<file path="src/rtl/pc_fetch.sv">
// Program counter and instruction fetch sequencer for the softcore front end.
// Issues one word-addressed fetch at a time, holds the returned instruction
// for decode, and squashes wrong-path fetches when a branch redirect arrives.
module pc_fetch #(
    parameter int                    ADDR_WIDTH  = 16,
    parameter int                    INSTR_WIDTH = 16,
    parameter logic [ADDR_WIDTH-1:0] RESET_PC    = '0
) (
    input  logic                   clk,
    input  logic                   rst,
    input  logic                   pc_sel,
    input  logic [ADDR_WIDTH-1:0]  branch_target,
    output logic                   imem_req_valid,
    input  logic                   imem_req_ready,
    output logic [ADDR_WIDTH-1:0]  imem_req_addr,
    input  logic                   imem_rsp_valid,
    input  logic [INSTR_WIDTH-1:0] imem_rsp_data,
    output logic                   instr_valid,
    input  logic                   instr_ready,
    output logic [INSTR_WIDTH-1:0] instr_out,
    output logic [ADDR_WIDTH-1:0]  instr_pc
);

    typedef enum logic [1:0] {
        S_REQ  = 2'd0,
        S_WAIT = 2'd1,
        S_HOLD = 2'd2
    } state_t;

    state_t                state;
    logic [ADDR_WIDTH-1:0] pc;
    // Set when the outstanding request belongs to a squashed path; its
    // response must be thrown away instead of reaching decode.
    logic                  drop;

    // The request is only offered in S_REQ and never while reset is held,
    // so memory cannot accept a fetch during the reset cycle.
    assign imem_req_valid = (state == S_REQ) && !rst;
    assign imem_req_addr  = pc;
    // PC only advances once decode has taken the held instruction, so the
    // current PC is always the address of the instruction being offered.
    assign instr_pc       = pc;

    // Fetch sequencer: redirect outranks every handshake; reset outranks all.
    always_ff @(posedge clk) begin
        if (rst) begin
            state       <= S_REQ;
            pc          <= RESET_PC;
            drop        <= 1'b0;
            instr_valid <= 1'b0;
            instr_out   <= '0;
        end else if (pc_sel) begin
            pc          <= branch_target;
            instr_valid <= 1'b0;
            case (state)
                S_REQ: begin
                    if (imem_req_ready) begin
                        // The fetch just accepted is already wrong-path.
                        state <= S_WAIT;
                        drop  <= 1'b1;
                    end else begin
                        state <= S_REQ;
                    end
                end
                S_WAIT: begin
                    if (imem_rsp_valid) begin
                        state <= S_REQ;
                        drop  <= 1'b0;
                    end else begin
                        drop  <= 1'b1;
                    end
                end
                S_HOLD: begin
                    // A simultaneous instr_ready is not a transfer; decode
                    // squashes on pc_sel itself.
                    state <= S_REQ;
                end
                default: begin
                    state <= S_REQ;
                    drop  <= 1'b0;
                end
            endcase
        end else begin
            case (state)
                S_REQ: begin
                    if (imem_req_ready) begin
                        state <= S_WAIT;
                    end
                end
                S_WAIT: begin
                    if (imem_rsp_valid) begin
                        if (drop) begin
                            // Refetch from the redirected PC.
                            drop  <= 1'b0;
                            state <= S_REQ;
                        end else begin
                            instr_out   <= imem_rsp_data;
                            instr_valid <= 1'b1;
                            state       <= S_HOLD;
                        end
                    end
                end
                S_HOLD: begin
                    if (instr_ready) begin
                        instr_valid <= 1'b0;
                        pc          <= pc + ADDR_WIDTH'(1);
                        state       <= S_REQ;
                    end
                end
                default: begin
                    state <= S_REQ;
                    drop  <= 1'b0;
                end
            endcase
        end
    end

endmodule

</file>
<file path="config.mk">
export PLATFORM = sky130hd
export DESIGN_NAME = pc_fetch
export DESIGN_NICKNAME = d
export VERILOG_FILES = /design/src/rtl/pc_fetch.sv
export SDC_FILE = /design/constraint.sdc
export NUM_CORES = 1
export LEC_CHECK = 0
export CORE_MARGIN = 10
export CORE_UTILIZATION = 33
export DETAILED_ROUTE_END_ITERATION = 6
export GPL_ROUTABILITY_DRIVEN = 1
export GPL_TIMING_DRIVEN = 1
export HOLD_SLACK_MARGIN = 0.15
export PLACE_DENSITY = 0.76
export SLEW_MARGIN = 20
export SYNTH_ARGS = -nofsm -noshare
export SYNTH_HDL_FRONTEND = slang
export SYNTH_SLANG_ARGS = --single-unit
</file>
<file path="constraint.sdc">
create_clock -name clk -period 1.37 [get_ports clk]
set_input_delay 0.2055 -clock clk [delete_from_list [all_inputs] [get_ports clk]]
set_output_delay 0.2055 -clock clk [all_outputs]
set_load 0.05 [all_outputs]
</file>
==> impl_metrics.py, run 1 <==
metrics = {
    "cells_and_area": {
        "fillers": 389,
        "n_antenna_cell": 0,
        "final-seq-area_um2": 768,
        "final_common_cell": "buf_12",
        "nets": 371,
        "syn2layout_area_growth_pct": 104,
        "drive_above_1_share": 0.414,
        "layout_common_cells": "51 x buf_12, 36 x nand2_1, 35 x buf_4",
        "final_util": 0.687,
        "multi_input_area_um2": 1020,
    },
    "logic_synthesis": {
        "yosys_warnings": 0,
        "yosysSeqAreaShare": 0.391,
        "syn_nets": 265,
        "synth_cell_types": 37,
        "syn_area_per_cell_um2": 8.17,
        "syn-cell-area_um2": 1850,
        "syn_inst": 226,
        "yosysTopAreaCell": "dfxtp_1",
        "ys_ff_latch": 36,
        "synth_area_leaders": "dfxtp_1 39%, a21oi_1 8.1%, nand2_1 7.5%",
        "synth_top_area_frac": 0.391,
    },
    "sta": {
        "holdWs_ns": 0.275,
        "setup_viol": 3,
        "slew_violations": 0,
        "fmax_mhz": 726,
        "tightest_slew_ns": 0.329,
        "slew_headroom": 0.780,
        "period_share": 1.01,
        "rsz0062_at_grt": "yes",
        "worst_slack_ns": -0.00714,
        "finClkSkew_ns": 0.00431,
        "hold_violations": 0,
        "fin_crit_ns": 1.38,
        "fin_setup_tns_ns": -0.0160,
    },
    "detailed_routing": {
        "drt_first_pass_iters": 4,
        "ant_nets": 0,
        "routed_wl_um": 6460,
        "initialDrtViolationCount": 72,
        "via_per_inst": 4.79,
        "wl_per_cell_um": 16.0,
        "drc": 0,
        "dr_total_vias": 1941,
    },
    "place": {
        "hpwlAfterDp_um": 4960,
        "port_buffers": 87,
        "dpl_worst_slack_ns": -0.488,
        "place.gp.congestion": 0.859,
    },
    "power": {
        "p_int_mw": 2.07,
        "swShare": 0.310,
        "p_per_area_nw_per_um2": 799,
        "leakagePower_nw": 1.61,
        "p_clk_frac": 0.274,
        "pwr-share-seq": 0.384,
        "p_comb_frac": 0.343,
        "p_sw_uw": 930,
        "irDropWorstVdd_mv": 0.718,
    },
    "clock_network": {
        "clkLatencyLatePin_ns": 0.28,
        "clockBufferDepth": 2,
        "clkSinkCount": 36,
        "path_clk_slew_ns": 0.07,
        "clock-root-buffer": "clkbuf_8",
        "cts_buffers": 5,
        "tritoncts": "done",
        "cts.htree.levels": 2,
    },
    "global_route": {
        "antenna_found_initial": 0,
        "grt_pass1_wl_um": 9850,
        "grt_max_degree": 22,
        "track_usage": 0.137,
        "grt_overflow_total": 0,
        "grt_pass1_vias": 2076,
    },
    "critical_path": {
        "crit_required_ns": 1.55,
        "end_kind": "flip-flop",
        "r2r_setup_slack_ns": -0.007,
        "crit_type": "reg2reg",
        "crit_path_start": "imem_req_addr[0]",
        "reg2reg_depth": 6,
        "r2r_start": "imem_req_addr[0]",
        "critPathArrivalTime_ns": 1.56,
        "startpoint_type": "flip-flop",
        "r2r_end": "imem_req_addr[14]",
        "crit_fanout": 6,
    },
    "die": {
        "die_height_um": 94.8,
        "pin_count": 88,
        "core_um2": 5470,
        "fp-row-count": 27,
        "fp.dieW_um": 94.8,
        "start_util": 0.337,
        "die-area_um2": 8980,
    },
    "run": {
        "drv_cap": 0,
    },
    "min_path": {
        "whs_endpoint": "drop",
        "min_path_cells": 3,
        "hold_start": "imem_rsp_valid",
        "hold_class": "in2reg",
    },
    "run_status": {
        "violations": "negative setup slack",
        "status": "complete, but fails checks",
    },
}
worst max path at each step:
| stage | endpoint |
|---|---|
| finish | imem_req_addr[14] |
| global route | imem_req_addr[4] |
| CTS | imem_req_addr[11] |
| detailed placement | imem_req_addr[15] |
| global placement | imem_req_addr[15] |
| floorplan | imem_req_addr[4] |
stage by stage:
| stage | std cells | power [mW] | cell area, µm² |
|---|---|---|---|
| 2_1_floorplan | 226 | 1.65 | 1940 |
| 3_3_place_gp | 390 | 2.17 | 3470 |
| 3_5_place_dp | 390 | 2.19 | 3470 |
| 4_1_cts | 401 | 3.01 | 3620 |
| 5_1_grt | 405 | 3.14 | 3760 |
| 6_report | 405 | 3.00 | 3760 |
area by class of cell:
cell class | instances | share of cell area
Sequential cell | 36 | 0.204
Clock buffer | 8 | 0.0266
Inverter | 15 | 0.0150
Tap cell | 72 | 0.0240
Timing Repair Buffer | 128 | 0.459
Multi-Input combinational cell | 146 | 0.271
cells in the mapped netlist:
library cell / number
mux2i_1: 3
and3b_1: 1
buf_2: 4
inv_1: 15
nor2b_1: 1
o21ai_0: 2
nor3b_1: 2
nand4b_4: 1
mux2_2: 2
o31a_1: 2
buf_4: 18
nor2_1: 9
a21oi_1: 30
nand3b_1: 1
a31oi_1: 1
nor4_4: 1
clkbuf_1: 6
buf_1: 1
nor4_2: 2
nor3_1: 10
ha_1: 1
nand2_2: 1
xnor2_1: 4
nand3_1: 4
nor4_1: 2
nand4_1: 3
a21o_1: 1
nand2_1: 37
and4_1: 1
nor3_2: 1
nand4b_2: 1
or3_1: 1
dfxtp_1: 36
xor2_1: 8
or4_1: 1
a21boi_0: 1
o21a_1: 11
state kept, by name (all words and copies together), names as in the netlist:
name,flops
imem_req_addr,16
instr_out,16
state,2
drop,1
instr_valid,1
worst max-delay path: stages (launching register included):
cell      delay (ns)
dfxtp_4         0.38
ha_4            0.14
nand4b_4        0.14
buf_4           0.19
nor2_2          0.12
a21boi_1        0.08
o31a_1          0.23
power groups by stage:
stage | registers, mW | logic [mW] | clock network [mW]
after global routing | 1.16 | 1.09 | 0.898
after detailed placement | 1.17 | 1.01 | 0
after CTS | 1.15 | 1.02 | 0.849
final | 1.15 | 1.03 | 0.822
after floorplan | 1.32 | 0.333 | 0
after global placement | 1.17 | 0.995 | 0
what timing repair did:
item,CTS,global route
setup endpoints to repair,17,20
pin swaps,8,4
resized for setup,8,20
cloned,0,1
setup buffers,3,3
hold buffers,0,0
cells by family after synthesis:
kind of cell    count (synthesis)  synth area share
simple gates                   80             0.236
xor+xnor                       12            0.0569
fa+ha+maj                       1           0.00678
compound gates                 48             0.153
flops                          36             0.391
buf+inv                        44             0.129
mux                             5            0.0285
layer usage:
metal / global-route usage / up-vias / part of all wire
met5: 0 / - / 0
met4: 0.0436 / 0 / 0.012
met3: 0.0682 / 6 / 0.094
met2: 0.240 / 82 / 0.51
met1: 0.140 / 896 / 0.38
li1: - / 957 / -
No activity file was read; power rests on OpenSTA's default activity.
==> inputs of run 2 (changes only) <==
- SKIP_CTS_REPAIR_TIMING: unset -> 1
==> impl_metrics.py, run 2 (synthesis gave the netlist of run 1 again) <==
metrics = {
    "place": {
        "place.gp.congestion": 0.859,
        "dp_cells": 390,
        "port_buffers": 87,
        "hpwlAfterDp_um": 4960,
    },
    "power": {
        "pwr-share-seq": 0.384,
        "p_per_area_nw_per_um2": 805,
        "p_sw_uw": 924,
        "p_comb_frac": 0.342,
        "p_clk_frac": 0.273,
        "totalPowerFinal_mw": 3.00,
        "swShare": 0.308,
        "irDropWorstVdd_mv": 0.718,
        "p_int_mw": 2.07,
        "leakagePower_nw": 1.60,
    },
    "detailed_routing": {
        "routed_wl_um": 6180,
        "ant_nets": 0,
        "dr_total_vias": 1932,
        "via_per_inst": 4.79,
        "wl_per_cell_um": 15.3,
        "drc": 0,
        "drt_first_pass_iters": 4,
        "initialDrtViolationCount": 76,
    },
    "clock_network": {
        "clkLatencyLatePin_ns": 0.28,
        "tritoncts": "done",
        "clock-root-buffer": "clkbuf_8",
        "cts_buffers": 5,
        "clkSinkCount": 36,
        "cts.htree.levels": 2,
        "path_clk_slew_ns": 0.07,
        "clockBufferDepth": 2,
    },
    "critical_path": {
        "r2r_end": "imem_req_addr[4]",
        "crit_required_ns": 1.58,
        "crit_path_start": "imem_req_addr[0]",
        "r2r_start": "imem_req_addr[0]",
        "crit_type": "reg2reg",
        "end_kind": "flip-flop",
        "reg2reg_depth": 5,
        "crit_fanout": 6,
        "crit_end": "imem_req_addr[4]",
        "r2r_setup_slack_ns": -0.07,
        "startpoint_type": "flip-flop",
        "critPathArrivalTime_ns": 1.65,
    },
    "sta": {
        "tightest_slew_ns": 0.334,
        "rsz0062_at_grt": "yes",
        "fin_crit_ns": 1.44,
        "period_share": 1.05,
        "worst_slack_ns": -0.0693,
        "finClkSkew_ns": 0.00597,
        "fmax_mhz": 695,
        "fin_setup_tns_ns": -0.0897,
        "slew_violations": 0,
        "setup_viol": 4,
        "hold_violations": 0,
        "slew_headroom": 0.777,
    },
    "global_route": {
        "grtUsageMet1": 0.137,
        "track_usage": 0.134,
        "grt_pass1_vias": 2056,
        "grt_util_met3": 0.0690,
        "grt_pass1_wl_um": 9650,
        "grt_max_degree": 22,
        "globalRouteMet2Util": 0.234,
        "busiest_layer": "met2",
        "antenna_found_initial": 0,
        "grt_overflow_total": 0,
    },
    "cells_and_area": {
        "n_antenna_cell": 0,
        "nets": 369,
        "finalNonFillerCells": 403,
        "syn2layout_area_growth_pct": 102,
        "drive_above_1_share": 0.405,
        "layout_common_cells": "51 x buf_12, 37 x nand2_1, 35 x clkdlybuf4s50_1, 35 x buf_4, 28 x a21oi_1",
        "final_common_cell": "buf_12",
    },
    "die": {
        "die_height_um": 94.8,
        "pin_count": 88,
        "die-area_um2": 8980,
        "start_util": 0.337,
        "core_um2": 5470,
        "fp-row-count": 27,
        "fp.dieW_um": 94.8,
    },
    "run_status": {
        "violations": "negative setup slack",
        "status": "complete, but fails checks",
    },
    "min_path": {
        "hold_start": "instr_ready",
        "hold_class": "in2reg",
    },
    "run": {
        "drv_cap": 0,
    },
}
-- run 2: cell types whose count changed in the layout (fill, tap and decap cells not counted), sizes merged --
cell / change
clkdlybuf4s50: +1
buf: -1
clkbuf: -1
dlygate4sd2: -1
-- run 2: critical path, cell delays in order, from the launching register on --
cell and delay (ns):
dfxtp_4 0.38, ha_4 0.14, nand4b_4 0.14, or3_1 0.39
a21o_1 0.18, a21oi_2 0.13
-- run 2: worst min path at each step --
stage                     cells past startpoint               end
final                                         4          state[1]
after global routing                          3      instr_out[0]
after CTS                                     3      instr_out[0]
after detailed placement                      2      instr_out[1]
after global placement                        2      instr_out[0]
after floorplan                               2  imem_req_addr[4]
-- run 2: power groups by stage --
stage / clock network (mW) / logic (mW) / registers, mW
after floorplan: 0 / 0.333 / 1.32
after global routing: 0.898 / 1.08 / 1.16
after detailed placement: 0 / 1.01 / 1.17
after CTS: 0.849 / 1.01 / 1.15
after global placement: 0 / 0.995 / 1.17
final: 0.819 / 1.03 / 1.15
-- run 2: metrics by stage --
step / instance area [µm²] / hold WS, ns / worst slack (ns) / util
2_1_floorplan: 1940 / 0.340 / -0.0695 / -
3_5_place_dp: 3470 / 0.485 / -0.488 / 0.635
6_report: 3720 / 0.405 / -0.0693 / 0.680
5_1_grt: 3720 / 0.467 / -0.142 / 0.680
4_1_cts: 3570 / 0.457 / -0.185 / 0.653
3_3_place_gp: 3470 / 0.478 / -0.439 / 0.635
-- run 2: layout make-up --
class,count,area (µm²)
repair buffers,126,1690
clock buffers,8,100
flip-flops and latches,36,768
fillers,393,1750
well taps,72,90.1
multi-input cells,146,1010
inverters,15,56.3
-- run 2: layer usage --
| layer | wire [µm] | part of all wire |
|---|---|---|
| met2 | 3030 | 0.49 |
| met4 | 89 | 0.014 |
| met3 | 619 | 0.10 |
| met5 | 0 | 0 |
| met1 | 2440 | 0.40 |
==> inputs of run 3 (changes only) <==
- PLACE_DENSITY: 0.76 -> 0.7
==> impl_metrics.py, run 3 (synthesis gave the netlist of run 1 again) <==
metrics = {
    "critical_path": {
        "crit_path_cell_trace": "buf_6, buf_6, nor3_4, buf_12",
        "crit_fanout": 5,
        "max_stage_delay_ns": 0.36,
        "crit_buf_inv": 3,
        "startpoint_type": "flip-flop",
        "critPathArrivalTime_ns": 1.26,
        "crit_path_top_delay_cell": "dfxtp_4",
        "cpMostUsedCell": "buf_6",
        "end_kind": "primary output",
        "crit_required_ns": 1.16,
        "critPathTopFamily": "buffers and inverters",
        "crit_type": "reg2out",
    },
    "clock_network": {
        "clockBufferDepth": 2,
        "cts_buffers": 5,
        "clkSinkCount": 36,
        "tritoncts": "done",
        "clkLatencyLatePin_ns": 0.30,
        "clock-root-buffer": "clkbuf_8",
        "path_clk_slew_ns": 0.07,
        "cts.htree.levels": 2,
    },
    "sta": {
        "tightest_slew_ns": 0.336,
        "holdWs_ns": 0.447,
        "fin_crit_ns": 1.46,
        "worst_slack_ns": -0.0929,
        "slew_violations": 0,
        "period_share": 1.07,
        "slew_headroom": 0.776,
        "fmax_mhz": 684,
        "setup_viol": 21,
        "finClkSkew_ns": 0.0104,
        "hold_violations": 0,
        "fin_setup_tns_ns": -0.767,
        "rsz0062_at_grt": "yes",
    },
    "die": {
        "die-area_um2": 8980,
        "start_util": 0.337,
        "pin_count": 88,
        "fp.dieW_um": 94.8,
        "fp-row-count": 27,
        "core_um2": 5470,
        "die_height_um": 94.8,
    },
    "power": {
        "leakagePower_nw": 1.67,
        "p_per_area_nw_per_um2": 790,
        "p_comb_frac": 0.348,
        "totalPowerFinal_mw": 3.06,
        "swShare": 0.318,
        "p_sw_uw": 971,
        "pwr-share-seq": 0.375,
        "irDropWorstVdd_mv": 0.601,
        "p_int_mw": 2.09,
        "p_clk_frac": 0.277,
    },
    "global_route": {
        "grt_pass1_wl_um": 9720,
        "grt_pass1_vias": 1998,
        "grt_max_degree": 25,
        "antenna_found_initial": 0,
        "track_usage": 0.134,
        "grt_overflow_total": 0,
    },
    "cells_and_area": {
        "fillers": 377,
        "final_util": 0.708,
        "syn2layout_area_growth_pct": 110,
        "n_antenna_cell": 0,
        "final_common_cell": "buf_12",
        "layout_common_cells": "51 x buf_12, 39 x buf_4, 35 x clkdlybuf4s50_1",
        "nets": 376,
        "drive_above_1_share": 0.459,
    },
    "place": {
        "hpwlAfterDp_um": 4800,
        "port_buffers": 87,
        "place.gp.congestion": 0.817,
        "dpl_worst_slack_ns": -0.471,
    },
    "detailed_routing": {
        "dr_total_vias": 1992,
        "initialDrtViolationCount": 92,
        "ant_nets": 0,
        "via_per_inst": 4.86,
        "routed_wl_um": 6670,
        "drt_first_pass_iters": 4,
        "drc": 0,
        "wl_per_cell_um": 16.3,
    },
    "run_status": {
        "status": "complete, but fails checks",
        "violations": "negative setup slack",
    },
    "min_path": {
        "hold_class": "in2reg",
    },
    "run": {
        "drv_cap": 0,
    },
}
-- run 3: changes by cell type in the layout (fill, tap and decap cells not counted), moves of 3 or more --
cell,delta
nand2_4,+3
nand2_1,-5
buf_4,+4
a21oi_2,+7
a21oi_1,-7
-- run 3: per-stage QoR --
stage               cells  area, µm²
floorplan             226       1940
global placement      391       3480
detailed placement    391       3480
CTS                   399       3580
global route          410       3870
finish                410       3870
-- run 3: layer usage --
metal / GRT usage / up-vias / share of wire
li1: - / 966 / -
met1: 0.143 / 940 / 0.39
met2: 0.224 / 78 / 0.49
met3: 0.0650 / 8 / 0.10
met4: 0.0524 / 0 / 0.014
met5: 0 / - / 0
-- run 3: worst min-delay path, cell delays in order --
cell	delay [ns]
dlymetal6s2s_1	0.24
nor3b_1	0.09
nor2_1	0.10
nor3_1	0.06
-- run 3: worst paths after layout --
kind	from	endpoint	slack, ns	cells after the start
hold reg to reg	instr_out[9]	instr_out[9]	0.50	2
hold / removal	instr_ready	state[1]	0.45	4
setup reg to reg	imem_req_addr[1]	imem_req_addr[4]	-0.05	5
setup / recovery	state[1]	imem_req_valid	-0.09	4
-- run 3: power groups by stage --
stage / combinational, mW / clock (mW) / sequential (mW)
global route: 1.12 / 0.917 / 1.15
finish: 1.06 / 0.847 / 1.15
floorplan: 0.333 / 0 / 1.32
CTS: 1.02 / 0.860 / 1.14
global placement: 1.00 / 0 / 1.17
detailed placement: 1.02 / 0 / 1.17
-- run 3: layout make-up --
class	count	area [µm²]	share of cell area
inverters	15	56.3	0.0145
repair buffers	132	1760	0.454
well taps	72	90.1	0.0233
flip-flops and latches	36	768	0.198
clock buffers	8	100	0.0258
multi-input cells	147	1100	0.284
